<file path="config.mk">
export PLATFORM = sky130hd
export DESIGN_NAME = alu_arbiter_ctrl
export DESIGN_NICKNAME = d
export VERILOG_FILES = /design/src/rtl/alu_arbiter_ctrl.sv
export SDC_FILE = /design/constraint.sdc
export NUM_CORES = 1
export LEC_CHECK = 0
export ABC_AREA = 1
export BUFFER_PORTS_ARGS = -buffer_cell sky130_fd_sc_hd__buf_2
export CAP_MARGIN = 10
export CORE_MARGIN = 4
export CORE_UTILIZATION = 42
export DETAILED_ROUTE_END_ITERATION = 12
export PLACE_DENSITY = 0.75
export SYNTH_ARGS = -nofsm -noshare
export SYNTH_HDL_FRONTEND = slang
export SYNTH_SLANG_ARGS = --single-unit
</file>
<file path="constraint.sdc">
create_clock -name clk -period 1.5 [get_ports clk]
set_input_delay 0.225 -clock clk [delete_from_list [all_inputs] [get_ports clk]]
set_output_delay 0.225 -clock clk [all_outputs]
set_load 0.03 [all_outputs]
</file>
<file path="src/rtl/alu_arbiter_ctrl.sv">
// Round-robin front-end that shares one combinational ALU between requesters A and B.
// Illegal ops (mode>9, div/mod by zero) complete with err and never reach the ALU.
module alu_arbiter_ctrl #(
  parameter int N      = 4,
  parameter int SETTLE = 1
) (
  input  logic         clk,
  input  logic         rst,
  input  logic [1:0]   req,
  input  logic [N-1:0] a_in1,
  input  logic [N-1:0] a_in2,
  input  logic [3:0]   a_mode,
  input  logic [N-1:0] b_in1,
  input  logic [N-1:0] b_in2,
  input  logic [3:0]   b_mode,
  output logic [1:0]   gnt,
  output logic [1:0]   done,
  output logic [7:0]   res,
  output logic         res_neg,
  output logic         res_cero,
  output logic         res_carry,
  output logic         err,
  output logic         busy,
  output logic [N-1:0] alu_in1,
  output logic [N-1:0] alu_in2,
  output logic [3:0]   alu_mode,
  input  logic [7:0]   alu_num,
  input  logic         alu_neg,
  input  logic         alu_cero,
  input  logic         alu_carry
);

  typedef enum logic [1:0] {IDLE, RUN, DONE} state_t;

  localparam int CW = (SETTLE > 1) ? $clog2(SETTLE) : 1;

  state_t         state, state_n;
  logic [CW-1:0]  cnt;
  logic           last_b;
  logic           owner;
  logic           win_b;
  logic           illegal;
  logic           start;
  logic           reject;
  logic           capture;
  logic [N-1:0]   sel_in1, sel_in2;
  logic [3:0]     sel_mode;

  always_ff @(posedge clk) begin
    if (rst) state <= IDLE;
    else     state <= state_n;
  end

  // On a tie the requester that was not served last wins; last_b=1 means B was last.
  always_comb begin
    state_n  = state;
    start    = 1'b0;
    reject   = 1'b0;
    capture  = 1'b0;
    win_b    = (req == 2'b11) ? ~last_b : req[1];
    sel_in1  = win_b ? b_in1  : a_in1;
    sel_in2  = win_b ? b_in2  : a_in2;
    sel_mode = win_b ? b_mode : a_mode;
    illegal  = (sel_mode > 4'd9) ||
               (((sel_mode == 4'd8) || (sel_mode == 4'd9)) && (sel_in2 == '0));
    case (state)
      IDLE: begin
        if (req != 2'b00) begin
          if (illegal) begin
            reject  = 1'b1;
            state_n = DONE;
          end else begin
            start   = 1'b1;
            state_n = RUN;
          end
        end
      end
      RUN: begin
        if (cnt == CW'(SETTLE - 1)) begin
          capture = 1'b1;
          state_n = DONE;
        end
      end
      DONE:    state_n = IDLE;
      default: state_n = IDLE;
    endcase
  end

  always_ff @(posedge clk) begin
    if (rst) begin
      cnt       <= '0;
      last_b    <= 1'b1;
      owner     <= 1'b0;
      gnt       <= 2'b00;
      done      <= 2'b00;
      res       <= '0;
      res_neg   <= 1'b0;
      res_cero  <= 1'b0;
      res_carry <= 1'b0;
      err       <= 1'b0;
      alu_in1   <= '0;
      alu_in2   <= '0;
      alu_mode  <= '0;
    end else begin
      gnt  <= 2'b00;
      done <= 2'b00;
      if (state == RUN) cnt <= cnt + 1'b1;
      if (start) begin
        alu_in1  <= sel_in1;
        alu_in2  <= sel_in2;
        alu_mode <= sel_mode;
        owner    <= win_b;
        cnt      <= '0;
        gnt      <= win_b ? 2'b10 : 2'b01;
      end
      // Rejected ops leave alu_* untouched so the ALU never sees them.
      if (reject) begin
        owner     <= win_b;
        err       <= 1'b1;
        res       <= '0;
        res_neg   <= 1'b0;
        res_cero  <= 1'b0;
        res_carry <= 1'b0;
        done      <= win_b ? 2'b10 : 2'b01;
      end
      if (capture) begin
        res       <= alu_num;
        res_neg   <= alu_neg;
        res_cero  <= alu_cero;
        res_carry <= alu_carry;
        err       <= 1'b0;
        done      <= owner ? 2'b10 : 2'b01;
      end
      if (state == DONE) last_b <= owner;
    end
  end

  assign busy = (state != IDLE);

endmodule

</file>
==> flow_summary.ini <==
[run_status]
run_status = finished with violations
violations = setup timing

[sta]
worst-slew-pin-transition_ns = 0.570
hold_viol_final = 0
rsz0062_at_grt = yes
setup_viol = 31
finalCritPeriodShare = 1.12
worst_clock_skew_ns = 0.0140
headroom_to_the_max_slew_limit = 0.620
fmax_mhz = 593
setup_slack_of_the_critical_path_after_layout_ns = -0.185
timing.final.crit_period_ns = 1.69
timing_max_transition_violations_final = 0

[drt]
firstDrtPassIters = 4
routed-via-count = 1774
drt_iter0_drc = 118
vias_per_cell = 5.14
detail-route-antenna-nets = 0
totalWireLength_um = 5580
drc_errors = 0
post_drt_wl_per_cell_um = 16.2

[cts]
cts-hold-fix-buffers = 0
clock_tree_from_tritoncts = yes
cts.sinks = 33
cts-root-to-sink-buffers = 2
clockRootBuffer = sky130_fd_sc_hd__clkbuf_8
cts.clk_slew.worst_paths_ns = 0.08
htree_depth = 2
worstSkewPairLatency_ns = 0.29
numCtsBuffers = 5

[critical_path]
worst_setup_path_end_kind = flip-flop
critical_path_source_type = flip-flop
critical_path_class = flip-flop to flip-flop
crit_arrival_ns = 1.84
crit_required_ns = 1.65
timing.critical_path.fanout_max = 8

[final_layout]
proportion_of_layout_cells_with_a_drive_suffix_above_1 = 0.615
fin_nets = 338
layout-area-overhead-vs-synth_pct = 67.3
layout.core_utilization = 0.746
antenna_cells_inserted = 0
fillcell_total = 249

[die]
num_io_pins = 68
die-area_um2 = 4680
die-height_um = 68.4
fp-row-count = 21
placeableCoreArea_um2 = 3440
floorplan.initialDensity = 0.446
die-width_um = 68.4

[synthesis]
post_synth_and_or_nand_nor_area_fraction = 0.387
ys_seq_elements = 33
yosys-top-cells-area = sky130_fd_sc_hd__dfxtp_1 43%, sky130_fd_sc_hd__nand2_1 14%, sky130_fd_sc_hd__nand3_1 6.9%
netlist_area_before_placement_um2 = 1530
yosysWarningCount = 0
post_synth.cell_area_avg_um2 = 7.95
yosys.area.top_type_share = 0.431
synth-xor-area-share = 0
number_of_instances_in_the_synthesized_netlist = 193
synth_edf_count = 0
cell_type_with_the_largest_total_area_after_synthesis = sky130_fd_sc_hd__dfxtp_1
synth_fp_nets = 232
netlist_top_cells_count = 57 x sky130_fd_sc_hd__nand2_1, 33 x sky130_fd_sc_hd__dfxtp_1, 21 x sky130_fd_sc_hd__nand3_1
yosys-mux-area-fraction = 0
dominant_combinational_cell_family_by_area_after_synthesis = simple AND/OR/NAND/NOR gates
synthAdderAreaFrac = 0
synth_compound_area_frac = 0.113
ys.flop_type = sky130_fd_sc_hd__dfxtp_1
async_flop_share = 0
synth.distinct_cells = 21
post-synth-top-count-cell = sky130_fd_sc_hd__nand2_1
seq_area_frac_synth = 0.431

[grt]
grtUsageMet2 = 0.415
grt.overflow.total = 0
maximum_number_of_pins_on_one_net_before_global_route_repair = 23
grt-busiest-layer = met2
grt_pass1_wl_um = 8320
grt_antenna_before_repair = 0
global_route.usage.total = 0.249
grtUsageMet3 = 0.115
grt.met1_usage = 0.227
number_of_global_route_vias_before_repair = 1807

[power_and_ir_drop]
max-vdd-ir-drop_mv = 0.685
power-per-cell-area_nw_per_um2 = 1090
total_leakage_power_nw = 1.20

[run]
timing.max_cap.violations = 0

[placed_design]
numPortBuffers = 67
globalplace.congestion = 0.846
pre_cts_worst_setup_slack_ns = -0.0714
dp_hpwl_um = 2780

[worst_hold_path]
worst_hold_path_type = input pin to flip-flop
[power by group]
part           leakage (nW)  switching, W  total (W)  internal (W)
sequential            0.270     0.0000573    0.00102      0.000962
clock                0.0433      0.000332   0.000695      0.000363
combinational         0.890      0.000645    0.00107      0.000429
[path summary, 6_finish.rpt]
path,endpoint,slack (ns),start,depth (start not counted)
worst max-delay path,alu_in2[2],-0.19,last_b,12
worst min-delay path,res[7],0.19,alu_num[7],3
worst min register to register,err,0.46,err,2
worst max register to register,alu_in2[2],-0.19,last_b,12
[final cells by class]
class / instances / area (um2) / area share
clock buffer: 6 / 82.6 / 0.0322
clock inverter: 1 / 7.51 / 0.00293
sequential: 33 / 664 / 0.259
multi-input combinational: 141 / 1000 / 0.391
inverter: 13 / 53.8 / 0.0210
tap: 46 / 57.6 / 0.0224
timing repair buffer: 105 / 698 / 0.272
[layer usage]
metal  routed length, um  share of wire
met1                1990           0.36
met2                2770           0.50
met3                 575           0.10
met4                 244          0.044
met5                   0              0
[cells in the final DEF, fill, tap and decap left out, drive strengths merged]
| master | netlist | final |
|---|---|---|
| o21ai | 6 | 6 |
| nand2 | 68 | 70 |
| a21oi | 22 | 22 |
| nand3 | 32 | 32 |
| clkinvlp | 0 | 1 |
| clkbuf | 3 | 6 |
| nor3 | 1 | 1 |
| dfxtp | 33 | 33 |
| nor2 | 10 | 10 |
| clkinv | 2 | 2 |
| buf | 5 | 105 |
| inv | 11 | 11 |
[through the flow]
stage / cells / hold WS, ns / area [um2] / setup TNS (ns) / total power, W
after CTS: 345 / 0.181 / 2480 / -0.573 / 0.00269
final: 345 / 0.189 / 2570 / -3.64 / 0.00279
after global routing: 345 / 0.187 / 2570 / -5.64 / 0.00291
after floorplan: 193 / 0.294 / 1530 / 0 / 0.00153
after detailed placement: 309 / 0.453 / 1980 / -0.467 / 0.00176
after global placement: 309 / 0.441 / 1980 / -0.0172 / 0.00176
[worst max-delay path: stages (launching register included)]
cell,delay [ns]
sky130_fd_sc_hd__dfxtp_4,0.37
sky130_fd_sc_hd__nand2_8,0.08
sky130_fd_sc_hd__nand2_8,0.09
sky130_fd_sc_hd__buf_12,0.16
sky130_fd_sc_hd__nand2_4,0.06
sky130_fd_sc_hd__nand2_4,0.06
sky130_fd_sc_hd__nor2_4,0.14
sky130_fd_sc_hd__nand2_4,0.09
sky130_fd_sc_hd__buf_12,0.14
sky130_fd_sc_hd__nand2_8,0.11
sky130_fd_sc_hd__nand2_8,0.10
sky130_fd_sc_hd__nand2_2,0.07
sky130_fd_sc_hd__a21oi_1,0.06
[registers in the layout (all words and copies together), names as in the netlist, 2 cells and up]
signal,flops
alu_in2,4
res,8
state,2
alu_in1,4
gnt,2
alu_mode,4
done,2
[cells by family after synthesis]
family,after synthesis
AOI/OAI and AO/OA,28
buffers and inverters,21
DFF,33
and+or+nand+nor,111
[timing repair]
action,4_1_cts,5_1_grt
pin swaps,16,9
setup endpoints to repair,25,31
gates resized for setup,35,21
buffers inserted,26,0
endpoints found under the hold margin,0,0
cloned,3,0
Note: power is estimated with default switching activity, not from simulation.
